[src/rtl/traffic_light_actuated.sv]
// Two-approach actuated traffic light with latched side/pedestrian demand,
// walk lamp, flashing mode and a tick prescaler. All outputs registered.
module traffic_light_actuated #(
  parameter int unsigned TICK_DIV     = 27000000,
  parameter int unsigned CNT_W        = 8,
  parameter int unsigned T_ALLRED     = 1,
  parameter int unsigned T_GREEN_MIN  = 10,
  parameter int unsigned T_YELLOW     = 3,
  parameter int unsigned T_SIDE_GREEN = 8,
  parameter int unsigned T_WALK       = 5
) (
  input  logic             clk_27M,
  input  logic             reset,
  input  logic             stopline,
  input  logic             ped_req,
  input  logic             flash_en,
  output logic [1:0]       R,
  output logic [1:0]       Y,
  output logic [1:0]       G,
  output logic             W,
  output logic [2:0]       state,
  output logic [CNT_W-1:0] countdown
);

  localparam int unsigned PRE_W = (TICK_DIV > 1) ? $clog2(TICK_DIV) : 1;
  localparam logic [PRE_W-1:0] PRE_MAX = PRE_W'(TICK_DIV - 1);

  localparam logic [CNT_W-1:0] D_ALLRED     = CNT_W'(T_ALLRED);
  localparam logic [CNT_W-1:0] D_GREEN_MIN  = CNT_W'(T_GREEN_MIN);
  localparam logic [CNT_W-1:0] D_YELLOW     = CNT_W'(T_YELLOW);
  localparam logic [CNT_W-1:0] D_SIDE_GREEN = CNT_W'(T_SIDE_GREEN);
  localparam logic [CNT_W-1:0] WALK_GAP     = CNT_W'(T_SIDE_GREEN - T_WALK);

  localparam logic [2:0] S_MAIN_GREEN  = 3'd0;
  localparam logic [2:0] S_MAIN_YELLOW = 3'd1;
  localparam logic [2:0] S_ALLRED_1    = 3'd2;
  localparam logic [2:0] S_SIDE_GREEN  = 3'd3;
  localparam logic [2:0] S_SIDE_YELLOW = 3'd4;
  localparam logic [2:0] S_ALLRED_2    = 3'd5;
  localparam logic [2:0] S_FLASH       = 3'd6;

  logic [PRE_W-1:0] r_presc;
  logic [2:0]       r_state;
  logic [CNT_W-1:0] r_timer;
  logic             r_side_latch;
  logic             r_ped_latch;
  logic             r_flash_ph;
  logic             r_walk_active;
  logic [1:0]       r_R;
  logic [1:0]       r_Y;
  logic [1:0]       r_G;
  logic             r_W;

  logic             w_tick;
  logic             w_demand;
  logic             w_expire;
  logic             w_dec;
  logic [2:0]       w_nxt_state;
  logic [CNT_W-1:0] w_nxt_timer;
  logic             w_nxt_flash_ph;
  logic             w_enter_side;
  logic             w_nxt_walk;
  logic [1:0]       w_nxt_R;
  logic [1:0]       w_nxt_Y;
  logic [1:0]       w_nxt_G;
  logic             w_nxt_W;

  assign w_tick   = (r_presc == PRE_MAX);
  assign w_demand = r_side_latch | r_ped_latch;
  assign w_expire = w_tick && (r_timer == CNT_W'(1));
  assign w_dec    = w_tick && (r_timer > CNT_W'(1));

  // Prescaler, demand latches and walk capture
  always_ff @(posedge clk_27M) begin
    if (!reset) begin
      r_presc       <= '0;
      r_side_latch  <= 1'b0;
      r_ped_latch   <= 1'b0;
      r_walk_active <= 1'b0;
    end else begin
      r_presc       <= w_tick ? '0 : r_presc + PRE_W'(1);
      r_side_latch  <= w_enter_side ? 1'b0 : (r_side_latch | stopline);
      r_ped_latch   <= w_enter_side ? 1'b0 : (r_ped_latch | ped_req);
      r_walk_active <= w_nxt_walk;
    end
  end

  // State register with registered lamp outputs
  always_ff @(posedge clk_27M) begin
    if (!reset) begin
      r_state    <= S_ALLRED_2;
      r_timer    <= D_ALLRED;
      r_flash_ph <= 1'b0;
      r_R        <= 2'b11;
      r_Y        <= 2'b00;
      r_G        <= 2'b00;
      r_W        <= 1'b0;
    end else begin
      r_state    <= w_nxt_state;
      r_timer    <= w_nxt_timer;
      r_flash_ph <= w_nxt_flash_ph;
      r_R        <= w_nxt_R;
      r_Y        <= w_nxt_Y;
      r_G        <= w_nxt_G;
      r_W        <= w_nxt_W;
    end
  end

  // Next state, phase timer and flash phase
  always_comb begin
    w_nxt_state    = r_state;
    w_nxt_timer    = r_timer;
    w_nxt_flash_ph = r_flash_ph;
    if (w_dec) begin
      w_nxt_timer = r_timer - CNT_W'(1);
    end
    if (flash_en) begin
      w_nxt_state = S_FLASH;
      if (r_state != S_FLASH) begin
        w_nxt_timer = '0;
      end else if (w_tick) begin
        w_nxt_flash_ph = ~r_flash_ph;
      end
    end else begin
      case (r_state)
        S_MAIN_GREEN: begin
          if (w_expire && w_demand) begin
            w_nxt_state = S_MAIN_YELLOW;
            w_nxt_timer = D_YELLOW;
          end
        end
        S_MAIN_YELLOW: begin
          if (w_expire) begin
            w_nxt_state = S_ALLRED_1;
            w_nxt_timer = D_ALLRED;
          end
        end
        S_ALLRED_1: begin
          if (w_expire) begin
            w_nxt_state = S_SIDE_GREEN;
            w_nxt_timer = D_SIDE_GREEN;
          end
        end
        S_SIDE_GREEN: begin
          if (w_expire) begin
            w_nxt_state = S_SIDE_YELLOW;
            w_nxt_timer = D_YELLOW;
          end
        end
        S_SIDE_YELLOW: begin
          if (w_expire) begin
            w_nxt_state = S_ALLRED_2;
            w_nxt_timer = D_ALLRED;
          end
        end
        S_ALLRED_2: begin
          if (w_expire) begin
            w_nxt_state = S_MAIN_GREEN;
            w_nxt_timer = D_GREEN_MIN;
          end
        end
        S_FLASH: begin
          if (w_tick) begin
            w_nxt_state = S_ALLRED_2;
            w_nxt_timer = D_ALLRED;
          end
        end
        default: begin
          w_nxt_state = S_ALLRED_2;
          w_nxt_timer = D_ALLRED;
        end
      endcase
    end
  end

  assign w_enter_side = (w_nxt_state == S_SIDE_GREEN) && (r_state != S_SIDE_GREEN);
  assign w_nxt_walk   = w_enter_side ? r_ped_latch : r_walk_active;

  // Lamp values for the upcoming state, registered alongside it
  always_comb begin
    w_nxt_R = 2'b11;
    w_nxt_Y = 2'b00;
    w_nxt_G = 2'b00;
    w_nxt_W = 1'b0;
    case (w_nxt_state)
      S_MAIN_GREEN: begin
        w_nxt_R = 2'b10;
        w_nxt_G = 2'b01;
      end
      S_MAIN_YELLOW: begin
        w_nxt_R = 2'b10;
        w_nxt_Y = 2'b01;
      end
      S_SIDE_GREEN: begin
        w_nxt_R = 2'b01;
        w_nxt_G = 2'b10;
        w_nxt_W = w_nxt_walk && (w_nxt_timer > WALK_GAP);
      end
      S_SIDE_YELLOW: begin
        w_nxt_R = 2'b01;
        w_nxt_Y = 2'b10;
      end
      S_FLASH: begin
        w_nxt_R = {w_nxt_flash_ph, 1'b0};
        w_nxt_Y = {1'b0, w_nxt_flash_ph};
      end
      default: begin
        w_nxt_R = 2'b11;
      end
    endcase
  end

  assign R         = r_R;
  assign Y         = r_Y;
  assign G         = r_G;
  assign W         = r_W;
  assign state     = r_state;
  assign countdown = r_timer;

endmodule

[config.mk]
export PLATFORM = sky130hd
export DESIGN_NAME = traffic_light_actuated
export DESIGN_NICKNAME = d
export VERILOG_FILES = /design/src/rtl/traffic_light_actuated.sv
export SDC_FILE = /design/constraint.sdc
export NUM_CORES = 1
export LEC_CHECK = 0
export CAP_MARGIN = 30
export CORE_ASPECT_RATIO = 0.9
export CORE_MARGIN = 10
export CORE_UTILIZATION = 52
export CTS_CLUSTER_DIAMETER = 40
export CTS_CLUSTER_SIZE = 12
export DETAILED_ROUTE_END_ITERATION = 6
export PLACE_DENSITY_LB_ADDON = 0.08
export SLEW_MARGIN = 0
export SYNTH_ARGS = -nofsm -noshare
export SYNTH_HDL_FRONTEND = slang
export SYNTH_SLANG_ARGS = --single-unit
[constraint.sdc]
create_clock -name clk_27M -period 5.9 [get_ports clk_27M]
set_clock_uncertainty 0.2 [all_clocks]
set_input_delay 0.59 -clock clk_27M [delete_from_list [all_inputs] [get_ports clk_27M]]
set_output_delay 0.59 -clock clk_27M [all_outputs]
set_load 0.02 [all_outputs]
## Yosys cells after proc, flatten, opt, wreduce, memory -nomap -nowiden

Cells that the tools add are included.
W data, S select, Z words.

| storage, ports and cells | value |
|---|---|
| register bits | 47 |
| latch bits | 0 |
| memory bits (writable) | 0 |
| bits in read-only memories | 0 |
| input bits | 5 |
| output and inout port bits | 18 |
| logic and storage cells | 73 |
| memories kept | 0 |

| cells by class | value |
|---|---|
| $add $sub $neg | 2 |
| multipliers | 0 |
| div/mod/pow operators | 0 |
| magnitude comparators | 2 |
| eq/ne operators | 14 |
| shift-type cells | 0 |
| multiplexer cells | 26 |
| bitwise operators | 5 |
| reductions and logical operators | 13 |

Operators with widths:

| cell | number |
|---|---|
| $mux W8 | 9 |
| $pmux W8 S6 | 1 |
| $add A25 B1 Y25 const B | 1 |
| $eq A25 B25 Y1 const B | 1 |
| $mux W3 | 8 |
| $pmux W3 S7 | 1 |
| $eq A3 B3 Y1 const B | 5 |
| $pmux W2 S3 | 2 |
| $reduce_or A2 Y1 | 5 |
| $eq A3 B2 Y1 const B | 3 |
| $eq A8 B1 Y1 const B | 1 |
| $gt A8 B1 Y1 const B | 1 |
| $gt A8 B2 Y1 const B | 1 |
| $sub A8 B1 Y8 const B | 1 |
| $eq A3 B1 Y1 const B | 2 |
| $logic_not A3 Y1 | 2 |
| $logic_and A1 B1 Y1 | 5 |
| $mux W1 | 4 |
| $pmux W2 S2 | 1 |
| $ne A3 B2 Y1 const B | 1 |
| $ne A3 B3 Y1 const B | 1 |
| $or A1 B1 Y1 | 3 |
| $not A1 Y1 | 2 |
| $reduce_and A2 Y1 | 1 |

## Depth between registers and ports, before layout

| logic depth | value |
|---|---|
| word-level depth | 10 |
| mapped depth | 10 |
| depth with buffers taken out | 9 |

## Worst setup path before layout

Ideal clock, no wire load.

| timing path | value |
|---|---|
| kind | reg2reg |
| start point | reg r_timer[0], in the netlist countdown[0] |
| end point | reg r_W, in the netlist W |
| library setup time | 77 ps |
| arrival time | 2,611 ps |
| data required time | 5,623 ps |
| path slack | 3,013 ps |
| cell stages (with the launch flop) | 10 |
| path buffers | 1 |
| period minus slack after synthesis | 2,887 ps |
| path through | dfxtp_1 > ha_1 > nor4b_1 > and2_1 > nand4_1 > mux2_4 > or3_1 > buf_2 > nand4b_4 > a41oi_2 |

| between the ends | value |
|---|---|
| word-level cells in the longest chain between the ends | 10 |
| elaborated cells on any way between the ends | 30 |
| those cells by class | 1 x add/sub; 2 x order compare; 2 x eq/ne; 19 x mux; 6 x reduce/logical |

Ends and longest elaborated chain:

| element | RTL line | text |
|---|---|---|
| start, declared | 44 | `logic [CNT_W-1:0] r_timer;` |
| start signal, assigned | 100 | `r_timer <= w_nxt_timer;` |
| parallel branches: the longest is 10 deep, another holds $gt A8 B1 Y1 | - |  |
| end signal, assigned | 105 | `r_W <= w_nxt_W;` |
| end, declared | 52 | `logic r_W;` |

Several ways; the timed one is not identified.
A chain may end at the register's enable or synchronous reset.

## Worst setup path in the final report

Ends and elaborated chain as after synthesis.

==> impl_results.rst <==
.. list-table::
   :header-rows: 1

   * - Metric
     - Value
   * - Initial antenna violation count
     - 0
   * - DRC errors left
     - 0
   * - Setup TNS
     - 0 ps
   * - Tightest Pin Transition
     - 816 ps
   * - Upper clock frequency limit
     - 312 MHz
   * - Synth warn
     - 0
   * - Run status
     - completed
   * - Routed WL
     - 6060 um
   * - Leakage Power
     - 0.00108 uW
   * - WL per Instance
     - 15.1 um
   * - Slowest library cell on the worst path
     - sky130_fd_sc_hd__nor4b_1
   * - Worst skew pair latency
     - 300 ps
   * - Largest buffer count on any clock path
     - 2
   * - Overall die width
     - 94.0 um
   * - Worst path bufs/invs
     - 0
   * - Kind of cell with the highest combined delay on the critical path
     - simple AND/OR/NAND/NOR gates
   * - Clock H-tree levels
     - 2
   * - Number of clock sinks
     - 47
   * - Number of max-cap violations
     - 0
   * - Summed instance area of the synthesized netlist
     - 2560 sq um
   * - Cell count after synthesis
     - 318
   * - Power density cells
     - 229 nW/um^2
   * - Setup-violating endpoint count in the final report
     - 0
   * - Post-synth ARST share
     - 0%
   * - Dominant register cell in the synthesized netlist
     - sky130_fd_sc_hd__dfxtp_1
   * - Final count of pins violating max slew
     - 0
   * - Tightest slew margin relative to the limit
     - 44.9%
   * - Global router's overall resource usage
     - 15.2%
   * - Die area
     - 8130 sq um
   * - Clock period minus worst slack
     - 3210 ps
   * - Maximum single-stage delay on the critical path
     - 670 ps
   * - Post-Place Setup Slack
     - 2680 ps
   * - Highest fanout seen on the critical path
     - 6
   * - Syn nets
     - 326
   * - Share of the yosys chip area belonging to registers
     - 36.8%
   * - Hold-fix buffer count after cts
     - 0
   * - Unique cell type count in the Yosys netlist
     - 55
   * - Post-route ant nets
     - 0
   * - Port-buffer cells
     - 22
   * - Overall power of the completed layout
     - 677 uW
   * - Layout Nets
     - 344
   * - Area growth from synthesis to layout
     - 15.2%
   * - Clock-pin transition on the worst setup and hold timing paths
     - 90 ps
   * - Final HPWL DP
     - 4340 um
   * - Placeable core area
     - 4800 sq um
   * - Hold Violations, Final
     - 0
   * - Vias in the first global route
     - 2104
   * - Final critical-path share of the clock period
     - 54.3%
   * - Number of setup buffers added after CTS
     - 0
   * - Required arrival time at the worst endpoint
     - 5920 ps
   * - Ant. Diodes
     - 0
   * - Global-route wire length before repair
     - 10200 um
   * - Share of post-route cells with drive strength above 1
     - 5.64%
   * - RSZ-0062 raised after global routing
     - no
   * - Number of vias in the routed layout
     - 2326
   * - Type of the most critical hold path
     - reg -> reg
   * - Seq cells post-synth
     - 47
   * - Number of detailed-routing iterations run before antenna repair
     - 4
   * - Category of the worst setup path launch point
     - flip-flop
   * - Buffer cell driving the clock tree root
     - sky130_fd_sc_hd__clkbuf_8
   * - Resized cells post-CTS
     - 0
   * - Cell-by-cell listing of the critical path
     - ha_1 -> nor4b_1 -> and2_1 -> nand4_1 -> mux2_4 -> or3_1 -> nand4b_4 -> a41oi_2
   * - Number of buffers created by CTS
     - 5
   * - Crit end category
     - flip-flop
   * - Via density per instance
     - 5.79
   * - Starting density of the core
     - 53.3%
   * - EDFF count, synth
     - 0
   * - Critical path arrival
     - 3220 ps
   * - Die height
     - 86.6 um
   * - Final WS setup
     - 2690 ps
   * - Worst VDD drop
     - 0.147 mV
   * - CTS tree
     - built
   * - GRT Residual Overflow
     - 0
   * - Cell row count
     - 24
   * - Average cell area after synthesis
     - 8.05 sq um
   * - Gpl congestion
     - 0.893
   * - Category of the critical setup timing path
     - reg -> reg
   * - Detailed Route Iter0 Violations
     - 112
   * - Maximum number of pins on one net before global-route repair
     - 25
   * - I/O pin count
     - 23
-- area by class of cell --
class / count / area, sq um
tap: 65 / 81.3
multi-input combinational: 249 / 1530
inverter: 11 / 41.3
clock buffer: 6 / 72.6
sequential: 47 / 941
timing repair buffer: 22 / 220
clock inverter: 2 / 60.1
fill: 455 / 1850
-- worst paths after layout --
kind	startpoint	end	slack (ps)	depth (start not counted)
worst max-delay path	countdown[0]$_SDFF_PN1_	W$_SDFF_PN0_	2690	8
worst min-delay path	r_presc[0]$_SDFF_PP0_	r_presc[0]$_SDFF_PP0_	270	1
worst max register to register	countdown[0]$_SDFF_PN1_	W$_SDFF_PN0_	2690	8
worst min register to register	r_presc[0]$_SDFF_PP0_	r_presc[0]$_SDFF_PP0_	270	1
-- cell usage after synthesis, drive strengths merged, types with 3 or more instances --
cell | n | share of area [%]
nor2 | 55 | 8.1
dfxtp | 47 | 37
nand2 | 23 | 3.5
nand3 | 18 | 3.5
xor2 | 15 | 5.1
nor3 | 14 | 2.7
a21oi | 12 | 2.3
o21ai | 11 | 2.2
inv | 10 | 1.5
nand4 | 10 | 2.4
clkbuf | 9 | 1.3
xnor2 | 9 | 3.1
and2 | 8 | 2.0
nor4 | 8 | 3.1
or3 | 8 | 2.0
a31oi | 5 | 1.2
nand2b | 4 | 0.98
a21o | 3 | 0.88
and3 | 3 | 0.73
ha | 3 | 1.5
-- power breakdown --
part	internal, uW	switching, uW	total [uW]	leakage (uW)
Combinational	26.1	40.3	66.4	0.000628
Clock	169	108	278	0.0000654
Sequential	323	9.38	333	0.000382
-- through the flow --
stage | std cells | hold WS (ps) | utilization [%] | instance area [sq um]
after global placement | 394 | 243 | 58.6 | 2820
after detailed placement | 394 | 253 | 58.6 | 2820
after global routing | 402 | 303 | 61.4 | 2950
after floorplan | 318 | 230 | - | 2560
after CTS | 402 | 274 | 61.4 | 2950
final | 402 | 269 | 61.4 | 2950
-- sequential cells by signal (all words and copies together), names as in the netlist --
register / flops
G: 2
R: 2
W: 1
Y: 2
countdown: 8
r_flash_ph: 1
r_ped_latch: 1
r_presc: 25
r_side_latch: 1
r_walk_active: 1
state: 3
-- metal layers --
metal | GRT usage (%) | share of wire (%)
met5 | 0 | 0
met2 | 21.0 | 41
met4 | 4.28 | 0.68
met1 | 22.1 | 51
met3 | 4.41 | 7.2
-- cells by family (layout without fill, tap and decap cells) --
group                    after synthesis  in the layout  synth area share [%]
AO/OA/AOI/OAI                         55             55                  14.7
buffers and inverters                 22             41                  3.32
AND/OR/NAND/NOR                      163            163                  33.7
adder cells (fa/ha/maj)                3              3                  1.47
flip-flops                            47             47                  36.8
XOR/XNOR                              24             24                  8.21
multiplexers                           4              4                  1.81
-- placed cells by master (no fill, tap or decap), types with 2 or more instances in the layout --
cell	instances
sky130_fd_sc_hd__and2_1	8
sky130_fd_sc_hd__bufinv_16	2
sky130_fd_sc_hd__o21ai_0	11
sky130_fd_sc_hd__clkbuf_8	5
sky130_fd_sc_hd__dfxtp_1	47
sky130_fd_sc_hd__a211oi_1	2
sky130_fd_sc_hd__and3_1	3
sky130_fd_sc_hd__xor2_1	15
sky130_fd_sc_hd__o31ai_1	2
sky130_fd_sc_hd__nor4_4	2
sky130_fd_sc_hd__nand2_1	22
sky130_fd_sc_hd__inv_1	10
sky130_fd_sc_hd__a31oi_1	5
sky130_fd_sc_hd__and4_1	2
sky130_fd_sc_hd__or3_1	8
sky130_fd_sc_hd__mux2i_1	2
sky130_fd_sc_hd__ha_1	3
sky130_fd_sc_hd__a32oi_1	2
sky130_fd_sc_hd__a21oi_1	12
sky130_fd_sc_hd__nand3b_1	2
sky130_fd_sc_hd__a21o_1	3
sky130_fd_sc_hd__nor2_1	55
sky130_fd_sc_hd__xnor2_1	9
sky130_fd_sc_hd__or2_2	2
sky130_fd_sc_hd__o41ai_1	2
sky130_fd_sc_hd__nor3_1	14
sky130_fd_sc_hd__o22ai_1	2
sky130_fd_sc_hd__nand2b_1	4
sky130_fd_sc_hd__nand4_1	10
sky130_fd_sc_hd__nor4_1	6
sky130_fd_sc_hd__clkdlybuf4s50_1	22
sky130_fd_sc_hd__nand3_1	18
Power figures use the tool's default switching activity.
==> patch: new RTL, same settings <==
Register the inputs `stopline`, `ped_req` and `flash_en` before use, without a reset. The logic sees them one clock later.
--- a/src/rtl/traffic_light_actuated.sv
+++ b/src/rtl/traffic_light_actuated.sv
@@ -40,4 +40,14 @@
   localparam logic [2:0] S_FLASH       = 3'd6;
 
+  logic stopline_q;
+  logic ped_req_q;
+  logic flash_en_q;
+
+  always_ff @(posedge clk_27M) begin
+    stopline_q <= stopline;
+    ped_req_q  <= ped_req;
+    flash_en_q <= flash_en;
+  end
+
   logic [PRE_W-1:0] r_presc;
   logic [2:0]       r_state;
@@ -80,6 +90,6 @@
     end else begin
       r_presc       <= w_tick ? '0 : r_presc + PRE_W'(1);
-      r_side_latch  <= w_enter_side ? 1'b0 : (r_side_latch | stopline);
-      r_ped_latch   <= w_enter_side ? 1'b0 : (r_ped_latch | ped_req);
+      r_side_latch  <= w_enter_side ? 1'b0 : (r_side_latch | stopline_q);
+      r_ped_latch   <= w_enter_side ? 1'b0 : (r_ped_latch | ped_req_q);
       r_walk_active <= w_nxt_walk;
     end
@@ -115,5 +125,5 @@
       w_nxt_timer = r_timer - CNT_W'(1);
     end
-    if (flash_en) begin
+    if (flash_en_q) begin
       w_nxt_state = S_FLASH;
       if (r_state != S_FLASH) begin
Behaviour: not the same (Yosys sat finds a counterexample within 4 cycles, from zero or initial values and one cycle with reset low).
==> patch against the original RTL <==
  * Global-route usage down 1.2 points
  * Die area down 2.5%
  * Total power down 1.1%
  * Worst setup slack gained 0.11 ns
  * Count of clock-buffer cells in the layout unchanged
  * Final cell count is 4.7% lower
  * Wire length down 9.0%
  * Core utilization rose by 2.1 points
  * Sequential cell count is 3 higher
  * Clock power decreased by 7.6%
  * Synthesized area is 3.2% lower
  * Sequential share of layout area increased by 3.0 points
  * Design area shrank 2.8%
  * Largest power group unchanged
==> patch: results (changes against the original RTL) <==
Leakage -> 1.04 nW (was 1.08 nW)
worst-margin pin slew -> 0.622 ns (was 0.816 ns)
met2 WL post-DR -> 2390 um (was 2480 um)
RePlAce Congestion -> 0.900 (was 0.893)
sw power -> 0.161 mW (was 0.158 mW)
peak supply drop -> 165 uV (was 147 uV)
DP Wirelength -> 4010 um (was 4340 um)
Post-Route M1 WL -> 2640 um (was 3100 um)
mux contribution to synthesized area -> 0.0126 (was 0.0181)
layout cell share with drive strength beyond 1 -> 0.0654 (was 0.0564)
Post-Synth XOR/XNOR Area -> 0.0884 (was 0.0821)
Vias/cell -> 5.70 (was 5.79)
post-synth cell types -> 59 (was 55)
met3 WL -> 425 um (was 436 um)
GRT Total Usage -> 0.140 (was 0.152)
run status -> finished clean (unchanged)
syn nets -> 307 (was 326)
WHS Path Cells -> 2 (was 1)
post-synthesis sequential area ratio -> 0.404 (was 0.368)
Initial DRT Pass Iterations -> 5 (was 4)
routed len/inst -> 14.4 um (was 15.1 um)
Commonest cells post-synth -> dfxtp_1, nor2_1, nand2_1 (was nor2_1, dfxtp_1, nand2_1)
nets -> 328 (was 344)
ranking of synthesized cells by area -> dfxtp_1, nor2_1, xnor2_1 (was dfxtp_1, nor2_1, xor2_1)
compound-gate portion of the synthesized area -> 0.139 (was 0.147)
number of global-route vias before repair -> 1978 (was 2104)
Setup WS pre-CTS -> 2.88 ns (was 2.68 ns)
data arrival time of the critical path -> 3.10 ns (was 3.22 ns)
Critical-path top delay cell -> or4_1 (was nor4b_1)
post-synthesis adder-cell area fraction -> 0.0152 (was 0.0147)
DRC marker count from the first detailed-route iteration -> 174 (was 112)
syn_area_per_cell -> 8.29 sq um (was 8.05 sq um)
## patch: final timing paths
kind | from | to | slack [ns]
worst min-delay path | stopline_q | r_side_latch | 0.25
worst min register to register | stopline_q | r_side_latch | 0.25
worst max register to register | r_presc[0] | r_walk_active | 2.81
worst max-delay path | r_presc[0] | r_walk_active | 2.81
## patch: routing by layer
layer | global-route usage | vias to the layer above
li1 | - | 1104
met1 | 0.182 | 990
met2 | 0.215 | 79
met3 | 0.0387 | 10
met4 | 0.0532 | 0
met5 | 0 | -
## patch: cell families after synthesis
logic type                 after synthesis
AOI/OAI and AO/OA                       53
adders and majority gates                3
DFF                                     50
and+or+nand+nor                        145
muxes                                    3
buffers and inverters                   20
xor gates and xnor gates                25
## patch: worst reg2reg max path: cells and delay by family (launching register included)
family,cells,cell delay (ns)
AOI/OAI and AO/OA,2,0.44
adders and majority gates,1,0.23
DFF,1,0.38
muxes,1,0.39
and+or+nand+nor,5,1.36
## patch: power by group through the flow
stage          logic [mW]  clock network [mW]  registers, mW
2_1_floorplan      0.0399                   0          0.361
3_3_place_gp       0.0580                   0          0.362
3_5_place_dp       0.0583                   0          0.362
4_1_cts            0.0585               0.262          0.354
5_1_grt            0.0652               0.275          0.356
6_report           0.0588               0.257          0.354
## patch: area by class of cell
type | count | area, sq um | share of cell area
Multi-Input combinational cell | 229 | 1400 | 0.488
Sequential cell | 50 | 1000 | 0.349
Timing Repair Buffer | 23 | 228 | 0.0794
Clock buffer | 6 | 82.6 | 0.0288
Tap cell | 62 | 77.6 | 0.0271
Inverter | 11 | 41.3 | 0.0144
Clock inverter | 2 | 38.8 | 0.0135
